## src/rtl/computer_pkg.sv

```systemverilog
// Shared definitions for the instruction store: control FSM states and the halt opcode.
package computer_pkg;

    typedef enum logic [1:0] {
        IDLE  = 2'd0,
        FETCH = 2'd1,
        EXEC  = 2'd2,
        HALT  = 2'd3
    } state_t;

    // Halt opcode is "all ones"; users slice the low OPC_W bits for their opcode width.
    localparam logic [31:0] HALT_OPC_WORD = 32'hFFFF_FFFF;

endpackage

```

## src/rtl/inst_mem.sv

```systemverilog
// Instruction storage array: synchronous write, asynchronous read.
// With IR_PARITY_EN defined, an even-parity bit is kept per word and checked on read.
module inst_mem #(
    parameter int ADDR_W = 4,
    parameter int INST_W = 8
) (
    input  logic              clk,
    input  logic              we,
    input  logic [ADDR_W-1:0] waddr,
    input  logic [INST_W-1:0] wdata,
    input  logic [ADDR_W-1:0] raddr,
    output logic [INST_W-1:0] rdata,
    output logic              par_ok
);

    localparam int DEPTH = 2 ** ADDR_W;

    // No reset on the array so program contents survive RESET and mode changes.
    logic [INST_W-1:0] mem [DEPTH];

    always_ff @(posedge clk) begin
        if (we) begin
            mem[waddr] <= wdata;
        end
    end

    assign rdata = mem[raddr];

`ifdef IR_PARITY_EN
    logic par_mem [DEPTH];

    always_ff @(posedge clk) begin
        if (we) begin
            par_mem[waddr] <= ^wdata;
        end
    end

    assign par_ok = ((^rdata) == par_mem[raddr]);
`else
    assign par_ok = 1'b1;
`endif

endmodule

```

## src/rtl/instruction_store.sv

```systemverilog
// Instruction store with program/run modes and an IDLE/FETCH/EXEC/HALT sequencer.
// Optional parity protection of stored words is enabled by defining IR_PARITY_EN.
module instruction_store
    import computer_pkg::*;
#(
    parameter int ADDR_W = 4,
    parameter int INST_W = 8,
    parameter int OPC_W  = 4
) (
    input  logic                    CLK,
    input  logic                    RESET,
    input  logic                    PRGM,
    input  logic                    WE,
    input  logic [ADDR_W-1:0]       ADDR_IN,
    input  logic [INST_W-1:0]       INST,
    input  logic                    ADV,
    input  logic                    JMP,
    input  logic [ADDR_W-1:0]       JMP_ADDR,
    output logic [OPC_W-1:0]        INST_OUT,
    output logic [INST_W-OPC_W-1:0] ADDR_OUT,
    output logic [ADDR_W-1:0]       PC_OUT,
    output logic                    VALID,
    output logic                    HALTED,
    output logic                    PAR_ERR
);

    localparam logic [OPC_W-1:0] HALT_OPC = HALT_OPC_WORD[OPC_W-1:0];

    state_t            state;
    state_t            state_next;
    logic [ADDR_W-1:0] pc;
    logic [ADDR_W-1:0] pc_next;
    logic [INST_W-1:0] ir;
    logic [INST_W-1:0] ir_next;
    logic [INST_W-1:0] rd_word;
    logic              par_ok;

    inst_mem #(
        .ADDR_W (ADDR_W),
        .INST_W (INST_W)
    ) u_mem (
        .clk    (CLK),
        .we     (PRGM & WE),
        .waddr  (ADDR_IN),
        .wdata  (INST),
        .raddr  (pc),
        .rdata  (rd_word),
        .par_ok (par_ok)
    );

    always_ff @(posedge CLK or posedge RESET) begin
        if (RESET) begin
            state <= IDLE;
            pc    <= '0;
            ir    <= '0;
        end else begin
            state <= state_next;
            pc    <= pc_next;
            ir    <= ir_next;
        end
    end

    // Program mode wins over every run state; a parity fault outranks the halt opcode.
    always_comb begin
        state_next = state;
        pc_next    = pc;
        ir_next    = ir;
        if (PRGM) begin
            state_next = IDLE;
        end else begin
            case (state)
                IDLE: begin
                    pc_next    = '0;
                    state_next = FETCH;
                end
                FETCH: begin
                    ir_next = rd_word;
                    if (!par_ok) begin
                        state_next = HALT;
                    end else if (rd_word[INST_W-1 -: OPC_W] == HALT_OPC) begin
                        state_next = HALT;
                    end else begin
                        state_next = EXEC;
                    end
                end
                EXEC: begin
                    if (JMP) begin
                        pc_next    = JMP_ADDR;
                        state_next = FETCH;
                    end else if (ADV) begin
                        pc_next    = pc + ADDR_W'(1);
                        state_next = FETCH;
                    end
                end
                HALT: begin
                    state_next = HALT;
                end
                default: begin
                    state_next = IDLE;
                end
            endcase
        end
    end

`ifdef IR_PARITY_EN
    logic par_err;

    always_ff @(posedge CLK or posedge RESET) begin
        if (RESET) begin
            par_err <= 1'b0;
        end else if (PRGM) begin
            par_err <= 1'b0;
        end else if (state == FETCH && !par_ok) begin
            par_err <= 1'b1;
        end
    end

    assign PAR_ERR = par_err;
`else
    assign PAR_ERR = 1'b0;
`endif

    assign INST_OUT = ir[INST_W-1 -: OPC_W];
    assign ADDR_OUT = ir[INST_W-OPC_W-1:0];
    assign PC_OUT   = pc;
    assign VALID    = (state == EXEC);
    assign HALTED   = (state == HALT);

endmodule

```

## config.mk

```make
export PLATFORM = sky130hd
export DESIGN_NAME = instruction_store
export DESIGN_NICKNAME = d
export VERILOG_FILES = /design/src/rtl/computer_pkg.sv /design/src/rtl/inst_mem.sv /design/src/rtl/instruction_store.sv
export SDC_FILE = /design/constraint.sdc
export NUM_CORES = 1
export LEC_CHECK = 0
export ABC_AREA = 1
export CELL_PAD_IN_SITES_DETAIL_PLACEMENT = 1
export CELL_PAD_IN_SITES_GLOBAL_PLACEMENT = 1
export CORE_MARGIN = 2
export CORE_UTILIZATION = 51
export DETAILED_ROUTE_END_ITERATION = 16
export PLACE_DENSITY_LB_ADDON = 0.1
export SKIP_LAST_GASP = 1
export SLEW_MARGIN = 20
export SYNTH_ARGS = -nofsm -noshare
export SYNTH_HDL_FRONTEND = slang
export SYNTH_SLANG_ARGS = --single-unit
export TNS_END_PERCENT = 30
```

## constraint.sdc

```tcl
create_clock -name CLK -period 3.22 [get_ports CLK]
set_input_delay 0.805 -clock CLK [delete_from_list [all_inputs] [get_ports CLK]]
set_output_delay 0.805 -clock CLK [all_outputs]
set_load 0.01 [all_outputs]
```

* After elaboration in Yosys (flattened, before gate mapping)
Memories as Yosys holds them, arrays and structs flattened. Index checks and enable logic that the tools add are counted.
Operators by class: add/sub/neg operators 1, equal/unequal tests 6, multiplexer cells 10, bitwise gates (word level) 2, reductions and logical operators 4
Operators by type and width (number):
- 4-bit 2-to-1 mux | 2
- 2-bit one-hot mux with 4 select lines | 1
- 4-bit one-hot mux with 2 select lines | 1
- 2-bit 2-to-1 mux | 3
- 4-bit by 1-bit adder with 4-bit output, second input constant | 1
- 2-bit == test, second input constant | 2
- 4-bit == test, second input constant | 1
- 4-bit != test, second input constant | 1
- 1-bit 2-to-1 mux | 3
- 3-bit != test, second input constant | 1
- 3-bit AND reduction | 1
- 2-bit by 1-bit == test with 1-bit output, second input constant | 1
- 2-bit logical NOT | 1
- 2-bit AND reduction | 1
- 2-bit nonzero test | 1
- 1-bit bitwise AND | 1
- 1-bit NOT | 1
Storage, ports and cells: bits in registers 14, RAM bits 128, bits of input ports 22, logic and storage cells 27, memories 1
Memories:
- u_mem.mem | depth 16, width 8, read ports 1, clocked after Yosys merged registers in 0, write ports 1, RTL line inst_mem.sv:19 | logic [INST_W-1:0] mem [DEPTH];

* Longest topological paths before layout
Gate-level depths: netlist (run 1). An unclocked memory read counts as a cell.
depth in word-level cells 5, mapped depth 12

* Modules after synthesis
From an unflattened synthesis (run 1), not the netlist that was laid out.
Unflattened totals: cell total of the unflattened synthesis 641, area, all modules 6393.6 um2
Modules (own cells, without submodules):
- inst_mem | instances 1, cells an instance 545, area each 5617.9 um2, sequential area each 3843.7 um2
- instruction_store | instances 1, cells an instance 96, area each 775.7 um2, sequential area each 350.3 um2

* Worst setup path before layout (run 1)
Ideal clock, no wire load.
path type input to register, start point input port WE, end point memory u_mem.mem[4][0], enable pin, setup time 0.370 ns, arrival time 1.442 ns, slack 1.408 ns, stages on the path 4, path buffers 0, path through nand2_1 inv_1 nand3b_1 nor2_1
Between the ends: word-level cells in the longest chain between the ends 3
RTL lines:
- from (decl) | RTL line instruction_store.sv:13 | input logic WE,
- 1-bit bitwise AND | RTL line instruction_store.sv:43 | .we (PRGM & WE),
- 1-bit 2-to-1 mux | RTL line inst_mem.sv:22 | if (we) begin
- 1-bit 2-to-1 mux (not written as such) | RTL line inst_mem.sv:23 | mem[waddr] <= wdata;
- to (decl) | RTL line inst_mem.sv:19
No other way between the ends.

* Worst setup path in the final report (run 1)
start point register pc[3] (netlist: PC_OUT[3]), end point output port PC_OUT[3]
RTL lines:
- from (decl) | RTL line instruction_store.sv:31 | logic [ADDR_W-1:0] pc;
- from (signal assigned) | RTL line instruction_store.sv:58 | pc <= pc_next;
- to (decl) | RTL line instruction_store.sv:21 | output logic [ADDR_W-1:0] PC_OUT,
No word-level cell between the ends.

==> results of run 1 <==
[metrics by stage]
| step | utilization (%) | hold WS, ns |
|---|---|---|
| 2_1_floorplan | - | 0.512 |
| 3_3_place_gp | 56.5 | 0.468 |
| 3_5_place_dp | 56.5 | 0.470 |
| 4_1_cts | 61.1 | 0.482 |
| 5_1_grt | 61.1 | 0.507 |
| 6_report | 61.1 | 0.481 |
[cell families (layout without fill, tap and decap cells)]
| logic type | Yosys count | count (layout) | synth area share [%] |
|---|---|---|---|
| flip-flops | 142 | 142 | 70.4 |
| adder cells (fa/ha/maj) | 1 | 1 | 0.210 |
| AND/OR/NAND/NOR | 242 | 242 | 16.5 |
| AO/OA/AOI/OAI | 69 | 69 | 6.66 |
| other | 1 | 1 | 0.0629 |
| buffers and inverters | 80 | 137 | 6.03 |
| XOR/XNOR | 1 | 1 | 0.147 |
[synth_stat cells (2+ instances only)]
master    count  share of area (%)
inv_1        53                3.3
o21ai_1       2               0.17
nand2_1     122                7.7
nand3_1      45                3.8
buf_6         3               0.57
buf_4         6               0.76
edfxtp_1    128                 65
buf_2        11               0.92
dfrtp_1      14                5.9
clkbuf_1      5               0.32
o21ai_0      45                3.8
or2_2         2               0.21
o221ai_1      8                1.2
nor2_1       69                4.3
o22ai_1      10                1.0
[worst paths after layout]
kind                                    endpoint  slack, ns  depth (start not counted)             startpoint
hold / removal                 ir[4]$_DFFE_PP0P_       0.48                          2      ir[4]$_DFFE_PP0P_
setup reg to reg            state[0]$_DFFE_PP0P_       0.80                         11  PC_OUT[0]$_DFFE_PP0P_
setup / recovery                       PC_OUT[3]       0.59                          1  PC_OUT[3]$_DFFE_PP0P_
min in group asynchronous      ir[2]$_DFFE_PP0P_       0.74                          2                  RESET
max in group asynchronous  PC_OUT[0]$_DFFE_PP0P_       2.09                          2                  RESET
hold reg to reg                ir[4]$_DFFE_PP0P_       0.48                          2      ir[4]$_DFFE_PP0P_
[state kept, by name, summed over array words and instances, names as in the netlist]
signal	count
u_mem.mem	128
PC_OUT	4
ir	8
state	2
[layer usage]
metal	track usage, %	share of wire [%]	wire length [um]	vias up
li1	-	-	-	1914
met1	36.7	45	6950	2044
met2	43.5	49	7700	102
met3	5.02	3.8	590	19
met4	8.78	2.1	327	0
met5	0	0	0	-
[power by group through the flow]
stage	Combinational, mW	Sequential, mW	Clock (mW)
after floorplan	0.321	2.17	0
after detailed placement	0.604	2.17	0
after global routing	0.672	2.14	1.83
after global placement	0.590	2.16	0
final	0.608	2.13	1.74
after CTS	0.614	2.13	1.76
[cell type report]
class                   count  area (um^2)  share of cell area (%)
repair buffers             50          463                    6.64
clock buffers              18          429                    6.15
flip-flops and latches    142         4200                    60.2
inverters                  55          206                    2.96
well taps                 143          179                    2.57
multi-input cells         314         1410                    20.1
clock inverters            14         96.3                    1.38
==> results.md, run 1 <==
- Clock power frac: around two fifths
- Hold crit path type: reg2reg
- Syn_nets: ~560
- Placed Instances: 704
- P_int: about 3.3 mW
- Critical Path RT: about 2.4 ns
- Status: completed
- Crit. End Element: output port
- Net Sw Frac: a little over a quarter
- Placed cell area: ~6400 um^2
- Comb pwr share: a little over an eighth
- Final-report hold violation count: 0
- Number of global-route vias before repair: approximately 4,400
- Mapped Cells: between 500 and 600
- Final setup vio count: 0
- Cell Area, Synth: ~6000 um^2
- Register area share after synthesis: a little over two thirds
- Seq pwr share: roughly 48%
- Worst slew pin tran: between 0.9 and 1 ns
- Maximum root-to-sink buffer count: 2
- Non-filler cells, final: between 700 and 800
- Std cell rows: 39
- Antenna Cells: 0
- Initial Util: a little over half
- HPWL Detailed: 10.1 mm
- YS warnings: 0
- P_leak: approximately 2.7 nW
- Final slew viol count: 0
- Tmin final: about 2.6 ns
- RePlAce Congestion: roughly 0.8
- TritonCTS buffer count: 17
- RSZ-0062 raised after global routing: false
- Dominant synthesized flop cell: edfxtp_1
- First-pass GRT wire length: between 20 and 25 mm
- Drt total wl: between 15 and 20 mm
- Setup CP Type: reg2out
- VDD IR max: ~0.45 mV
- IO Count: 37
- Vias: approximately 4,100
- GRT Residual Overflow: 0
- Critical path's largest stage delay: between 0.7 and 0.8 ns
- Post-DRT Antenna Nets: 0
- Commonest cells after routing, fill and taps aside: 128 x edfxtp_1, 122 x nand2_1, 69 x nor2_1
- Setup TNS: 0 ns
- Drt first pass iters: 4
- Highest clock rate: roughly 0.38 GHz
- Worst slew margin: 38.4%
- CTS tree: built
- Worst Path Arrival: about 1.8 ns
- Synth async-reset ratio: under 10%
- Ratio of cells with drive above 1 in the final layout: under 10%
- Fill cells: 1,181
- Net Sw Power: 1.19 mW
- Final period utilization: approximately four fifths
- Final Cell Area: 6970 um^2
- Clock latency on the worst-skew pair: between 0.4 and 0.5 ns
- Die Ht: ~110 um
- Die area: 12,600 um^2
- Synth Area per Inst: ~11 um^2
- Dpl ws: around 0.5 ns
- Slowest stage cell, crit path: dfrtp_1
- CP Cell Sequence: clkdlybuf4s50_1
- Most common cell after layout, fill and taps aside: edfxtp_1
- WL per Instance: around 21 um
- Hold buffers post-CTS: 0
- CTS clock-pin slew for the worst setup and hold paths: approximately 0.060 ns
- Clk sinks: between 100 and 150
- Post-CTS Setup Bufs: 0
- Critical Path Start Type: flip-flop
- Post-synth EDFFs: 128
- Area grow syn2layout: 17.1%
- CTS Root Cell: clkbuf_16
- Critical path's top delay family: flip-flops
- Die W: around 110 um
- Final Power: about 4.5 mW
- CP max FO: 15
- Max Clock Skew: around 0.008 ns
- Vias per std cell: 5.54
- H-Tree Depth: 4
- Synth Register Bits: roughly 140
- Pwr/cell area: between 600 and 700 nW/um^2
- Core area: approximately 11,000 um^2
- Port Buffers: 35
- Nets: approximately 600
- CTS resizes: 0
- Unique masters post-synth: 28
- Total GRT Usage: between 20% and 30%
- WP buf/inv: 1
- MaxCap Viol Count: 0
- DRT iter0 DRCs: 280
- DRC viols: 0
- Initial antenna violation count: 0
- Setup ws final: ~0.59 ns
- Maximum number of pins on one net before global-route repair: 46
(Power assumes the default switching activity.)
==> inputs of run 2 (changes only) <==
--- a/config.mk
+++ b/config.mk
@@ -9,7 +9,7 @@
 export CELL_PAD_IN_SITES_DETAIL_PLACEMENT = 1
 export CELL_PAD_IN_SITES_GLOBAL_PLACEMENT = 1
 export CORE_MARGIN = 2
-export CORE_UTILIZATION = 51
+export CORE_UTILIZATION = 43
 export DETAILED_ROUTE_END_ITERATION = 16
 export PLACE_DENSITY_LB_ADDON = 0.1
 export SKIP_LAST_GASP = 1
==> constraint.sdc (replaced) <==
create_clock -name CLK -period 2.4 [get_ports CLK]
set_input_delay 0.6 -clock CLK [delete_from_list [all_inputs] [get_ports CLK]]
set_output_delay 0.6 -clock CLK [all_outputs]
set_load 0.01 [all_outputs]
==> results.md, run 2 (synthesis results as in run 1) <==
- Non-filler cells, final: 791 (+7.5%)
- Placed Instances: 759 (+7.8%)
- Clock power frac: 41.8% (+2.9 points)
- Total GRT Usage: 23.6% (-3.1 points)
- Critical Path Start Type: flip-flop
- Status: completed
- First-pass GRT wire length: 24.9 mm (+0.84%)
- Highest Signal Layer: met4
- Hold buffers post-CTS: 0 (unchanged)
- DRT iter0 DRCs: 234 (-16%)
- Final setup vio count: 0 (unchanged)
- Drt total wl: 16.0 mm (+2.9%)
- Ratio of cells with drive above 1 in the final layout: 11.5% (+3.0 points)
- Final period utilization: between 90% and 100%
- M1 WL: 7.18 mm (+3.3%)
- Max reg flops: 128 (unchanged)
- Hold_sp: ir[1]$_DFFE_PP0P_
- Worst slew margin: 61.8% (+23 points)
- Setup TNS: 0 ns (unchanged)
- Seq pwr share: 44.5% (-3.1 points)
- WL met3: 582 um (-1.4%)
- Number of global-route vias before repair: 4,377 (+0.44%)
- Die area: 14,800 um^2 (+18%)
- Std cell rows: 43 (+10%)
- WL per Instance: 20.3 um (-4.2%)
- Tmin final: ~2.3 ns
- Area grow syn2layout: 22.2%
- GRT Residual Overflow: 0 (unchanged)
- CTS tree: built
- R2R Setup Slk: 0.42 ns (-0.38 ns)
- Fill cells: 1,454 (+23%)
- Die W: 122 um (+8.6%)
- Vias per std cell: 5.11 (-7.8%)
- Most flops, register: u_mem.mem
- Maximum number of pins on one net before global-route repair: 77 (+67%)
- VDD IR max: 0.698 mV (+54%)
- Multi-input gate area: 1410 um^2 (unchanged)
- CP max FO: 76 (+61)
- Initial antenna violation count: 0 (unchanged)
- P_leak: 2.87 nW (+6.9%)
- Routed wl met2: 7.91 mm (+2.8%)
- Commonest cells after routing, fill and taps aside: 128 x edfxtp_1, 122 x nand2_1, 69 x nor2_1
- Net Sw Frac: 24.5% (-2.2 points)
- DRC viols: 0 (unchanged)
- Post-DRT Antenna Nets: 0 (unchanged)
- Highest clock rate: approximately 0.43 GHz
- TritonCTS buffer count: 17 (unchanged)
- Core area: 13,700 um^2 (+20%)
- Worst r2r path cells: 11 (unchanged)
- Post-CTS Setup Bufs: 0 (unchanged)
- Final-report hold violation count: 0 (unchanged)
- Worst Path Arrival: 1.71 ns (-0.11 ns)
- CTS resizes: 0 (unchanged)
- Initial Util: 43.4% (-8.8 points)
- Final slew viol count: 0 (unchanged)
- Setup ws final: 0.0866 ns (-0.506 ns)
- Maximum root-to-sink buffer count: 2 (unchanged)
- Dpl ws: 0.143 ns (-0.358 ns)
- Nets: 621 (+3.0%)
- CTS Root Cell: clkbuf_16
- Crit. End Element: output port
- MaxCap Viol Count: 0 (unchanged)
- Clk sinks: 142 (unchanged)
- Clock latency on the worst-skew pair: 0.42 ns (about the same)
- Worst R2R End: state[0]$_DFFE_PP0P_
- Final Power: 6.36 mW (+42%)
- Hold crit path type: reg2reg
- Critical Path RT: 1.80 ns (-0.61 ns)
- Most common cell after layout, fill and taps aside: edfxtp_1
- RePlAce Congestion: 0.815 (-0.27%)
- Port Buffers: 35 (unchanged)
- Comb pwr share: 13.7% (about the same)
- Hold path cells: 2 (unchanged)
- Net Sw Power: 1.56 mW (+30%)
- Reg-to-reg startpoint: PC_OUT[0]$_DFFE_PP0P_
- Reg area: 4200 um^2 (unchanged)
- HPWL Detailed: 10.5 mm (+4.0%)
- Post-layout util: 53.1% (-8.0 points)
- IO Count: 37 (unchanged)
- RSZ-0062 raised after global routing: false
- Hold endpoint: ir[1]$_DFFE_PP0P_
- Vias: 4,041 (-0.93%)
- Max Clock Skew: 0.00586 ns (-0.00215 ns)
- Setup CP Type: reg2out
- Pwr/cell area: 873 nW/um^2 (+36%)
- Antenna Cells: 0 (unchanged)
- Worst slew pin tran: 0.572 ns (-0.349 ns)
- P_int: 4.80 mW (+46%)
- CTS clock-pin slew for the worst setup and hold paths: 0.06 ns (about the same)
- Die Ht: 122 um (+8.6%)
- Drt first pass iters: 4 (unchanged)
- H-Tree Depth: 4 (unchanged)
[run 2: changes by cell type in the layout (fill, tap and decap cells not counted), sizes merged]
cell      change
clkbuf        +6
buf          +18
clkinvlp      -7
clkinv        -1
bufinv        +1
inv           +1
[run 2: cell type report]
class | count | share of cell area (%)
clock buffers | 24 | 7.49
flip-flops and latches | 142 | 57.6
multi-input cells | 314 | 19.3
inverters | 55 | 2.84
well taps | 180 | 3.09
clock inverters | 8 | 0.945
repair buffers | 68 | 8.73
[run 2: power groups by stage]
stage	Clock [mW]	Combinational [mW]	Sequential, mW
global placement	0	0.864	2.88
global route	2.80	0.961	2.84
floorplan	0	0.431	2.91
finish	2.66	0.870	2.83
detailed placement	0	0.874	2.88
CTS	2.70	0.886	2.83
[run 2: worst max-delay path: stages (launching register included)]
cell	delay (ns)
dfrtp_2	0.39
buf_12	0.29
clkdlybuf4s50_1	0.61
[run 2: worst max-delay path by stage]
stage                                     start                        end  slack, ns  depth (start not counted)
after floorplan                              WE  u_mem.mem[4][0]$_DFFE_PP_       0.79                          4
after global placement                     PRGM  u_mem.mem[5][6]$_DFFE_PP_       0.22                          6
after detailed placement                   PRGM  u_mem.mem[4][2]$_DFFE_PP_       0.14                          6
after CTS                 PC_OUT[0]$_DFFE_PP0P_                  PC_OUT[0]       0.03                          2
after global routing      PC_OUT[0]$_DFFE_PP0P_                  PC_OUT[0]      0.005                          2
final                     PC_OUT[0]$_DFFE_PP0P_                  PC_OUT[0]       0.09                          2
[run 2: metal layers]
metal / vias up / track usage, %
met1: 2001 / 30.2
met4: 0 / 8.55
li1: 1945 / -
met2: 70 / 39.3
met3: 25 / 5.66
met5: - / 0
[run 2: through the flow]
step | area [um^2] | hold slack, ns
3_3_place_gp | 6670 | 0.465
3_5_place_dp | 6670 | 0.475
6_report | 7280 | 0.478
4_1_cts | 7280 | 0.488
5_1_grt | 7280 | 0.507
2_1_floorplan | 5960 | 0.489
==> inputs of run 3 (changes only) <==
--- a/config.mk
+++ b/config.mk
@@ -11,6 +11,7 @@
 export CORE_MARGIN = 2
 export CORE_UTILIZATION = 43
 export DETAILED_ROUTE_END_ITERATION = 16
+export GPL_TIMING_DRIVEN = 0
 export PLACE_DENSITY_LB_ADDON = 0.1
 export SKIP_LAST_GASP = 1
 export SLEW_MARGIN = 20
==> results.md, run 3 (synthesis results as in run 1) <==
- Most flops, register: u_mem.mem
- Std cell rows: 43 (unchanged)
- Tmin final: 2.42 ns (+0.112 ns)
- Maximum root-to-sink buffer count: 2 (unchanged)
- R2R Setup Slk: 0.32 ns (-0.10 ns)
- Post-CTS Setup Bufs: 0 (unchanged)
- Die area: 14,800 um^2 (unchanged)
- Net Sw Power: 1.53 mW (-1.9%)
- Vias per std cell: 5.11 (about the same)
- Status: finished with violations
- Fill cells: 1,491 (+2.5%)
- Crit. End Element: flip-flop
- Port Buffers: 35 (unchanged)
- Comb pwr share: 14.3% (+0.6 points)
- Die Ht: 122 um (unchanged)
- Reg-to-reg startpoint: PC_OUT[0]$_DFFE_PP0P_
- Net Sw Frac: 25.3% (+0.87 points)
- Clock power frac: 38.5% (-3.3 points)
- Pwr/cell area: 854 nW/um^2 (-2.2%)
- Drt total wl: 15.6 mm (-2.4%)
- Hold crit path type: reg2reg
- Number of global-route vias before repair: 4,269 (-2.5%)
- Max reg flops: 128 (unchanged)
- Initial Util: 43.4% (unchanged)
- DRC viols: 0 (unchanged)
- First-pass GRT wire length: 24.5 mm (-1.6%)
- Critical path's top delay family: simple AND/OR/NAND/NOR gates
- Hold buffers post-CTS: 0 (unchanged)
- Area grow syn2layout: 18.4%
- P_int: 4.50 mW (-6.4%)
- Worst r2r path cells: 10 (-1)
- Initial antenna violation count: 0 (unchanged)
- Critical path's largest stage delay: 0.83 ns (+0.22 ns)
- CP Cell Sequence: clkdlybuf4s50_1 -> nand2_1 -> inv_1 -> nand3_1 -> nor2_1
- Final-report hold violation count: 0 (unchanged)
- Failing checks: setup timing
- CTS clock-pin slew for the worst setup and hold paths: 0.05 ns (about the same)
- Critical Path RT: 2.43 ns (+0.63 ns)
- DRT iter0 DRCs: 232 (-0.85%)
- WL per Instance: 20.0 um (-1.2%)
- CP startpoint: PRGM
- Seq pwr share: 47.2% (+2.7 points)
- CTS tree: built
- GRT Residual Overflow: 0 (unchanged)
- Final Power: 6.02 mW (-5.3%)
- Nets: 613 (-1.3%)
- Setup TNS: -0.170 ns (-0.170 ns)
- CP max FO: 8 (-89%)
- Vias: 3,995 (-1.1%)
- Drt first pass iters: 4 (unchanged)
- VDD IR max: 0.561 mV (-20%)
- Setup ws final: -0.0249 ns (-0.112 ns)
- Slowest stage cell, crit path: nor2_1
- HPWL Detailed: 10.4 mm (-0.45%)
- Maximum number of pins on one net before global-route repair: 17 (-78%)
- Core area: 13,700 um^2 (unchanged)
- P_leak: 2.71 nW (-5.3%)
- TritonCTS buffer count: 17 (unchanged)
- Final setup vio count: 8 (+8)
- Ratio of cells with drive above 1 in the final layout: 8.47% (-3.0 points)
- H-Tree Depth: 4 (unchanged)
- Final slew viol count: 0 (unchanged)
- Commonest cells after routing, fill and taps aside: 128 x edfxtp_1, 122 x nand2_1, 65 x nor2_1
- Critical Path Start Type: input pin
- Most common cell after layout, fill and taps aside: edfxtp_1
- Stages on worst setup path: 5 (+3)
- Post-DRT Antenna Nets: 0 (unchanged)
- RePlAce Congestion: 0.829 (+1.7%)
- RSZ-0062 raised after global routing: true
- Clock latency on the worst-skew pair: 0.42 ns (about the same)
- MaxCap Viol Count: 0 (unchanged)
- Antenna Cells: 0 (unchanged)
- IO Count: 37 (unchanged)
- Total GRT Usage: 23.2% (-0.32 points)
- Die W: 122 um (unchanged)
- Clk sinks: 142 (unchanged)
- WP buf/inv: 2 (unchanged)
- Worst R2R End: ir[0]$_DFFE_PP0P_
- Final period utilization: 101% (+4.6 points)
- Worst slew margin: 28.5% (-33 points)
- Worst slew pin tran: 1.07 ns (+0.496 ns)
- Worst Path Arrival: 2.46 ns (+0.75 ns)
- CTS Root Cell: clkbuf_16
- Setup CP Type: in2reg
- Highest clock rate: 0.412 GHz (-4.6%)
- Setup crit end: u_mem.mem[15][0]$_DFFE_PP_
- Max Clock Skew: 0.00368 ns (-0.00218 ns)
## run 3: worst min-delay path by stage
stage | to | startpoint | cells past startpoint | slack [ns]
2_1_floorplan | PC_OUT[0]$_DFFE_PP0P_ | RESET | 1 | 0.49
3_3_place_gp | ir[0]$_DFFE_PP0P_ | ir[0]$_DFFE_PP0P_ | 2 | 0.47
3_5_place_dp | ir[3]$_DFFE_PP0P_ | ir[3]$_DFFE_PP0P_ | 2 | 0.47
4_1_cts | ir[3]$_DFFE_PP0P_ | ir[3]$_DFFE_PP0P_ | 2 | 0.49
5_1_grt | ir[4]$_DFFE_PP0P_ | ir[4]$_DFFE_PP0P_ | 2 | 0.52
6_report | ir[3]$_DFFE_PP0P_ | ir[3]$_DFFE_PP0P_ | 2 | 0.48
## run 3: cell type report
type | count | area, um^2 | area share (%)
Buffer | 25 | 153 | 2.16
Timing Repair Buffer | 35 | 350 | 4.97
Tap cell | 180 | 225 | 3.19
Clock buffer | 19 | 433 | 6.14
Clock inverter | 12 | 78.8 | 1.12
Inverter | 55 | 206 | 2.93
Multi-Input combinational cell | 314 | 1420 | 20.1
Sequential cell | 142 | 4190 | 59.4
## run 3: worst register-to-register path: stages (launching register included)
cell,delay (ns)
dfrtp_1,0.46
inv_2,0.11
clkbuf_1,0.49
o21ai_0,0.18
o22ai_1,0.29
nor2_1,0.08
nor2_1,0.12
o21ai_0,0.10
nand2_1,0.07
nand2_1,0.05
nand2_1,0.06
## run 3: power groups by stage
stage	Sequential [mW]	Combinational (mW)	Clock, mW
2_1_floorplan	2.91	0.431	0
3_3_place_gp	2.89	0.844	0
3_5_place_dp	2.89	0.857	0
4_1_cts	2.84	0.869	2.36
5_1_grt	2.85	0.962	2.46
6_report	2.84	0.862	2.32
## run 3: what timing repair did
action | in CTS | in global routing
setup endpoints to repair | 40 | 32
pin swaps | 0 | 0
resized for setup | 1 | 2
## run 3: layer usage
metal	part of all wire, %	track usage, %
met3	4.7	5.06
met4	2.0	9.41
met5	0	0
met2	51	39.9
met1	42	28.6
## run 3: through the flow
step	hold WS (ns)	instances	setup slack [ns]	util, %	instance area, um^2
finish	0.481	782	-0.0249	51.4	7060
global route	0.521	782	-0.0776	51.4	7060
CTS	0.488	782	-0.0999	51.4	7050
detailed placement	0.473	751	-0.579	47.6	6530
global placement	0.468	751	-0.492	47.6	6530
floorplan	0.489	536	0.793	-	5960
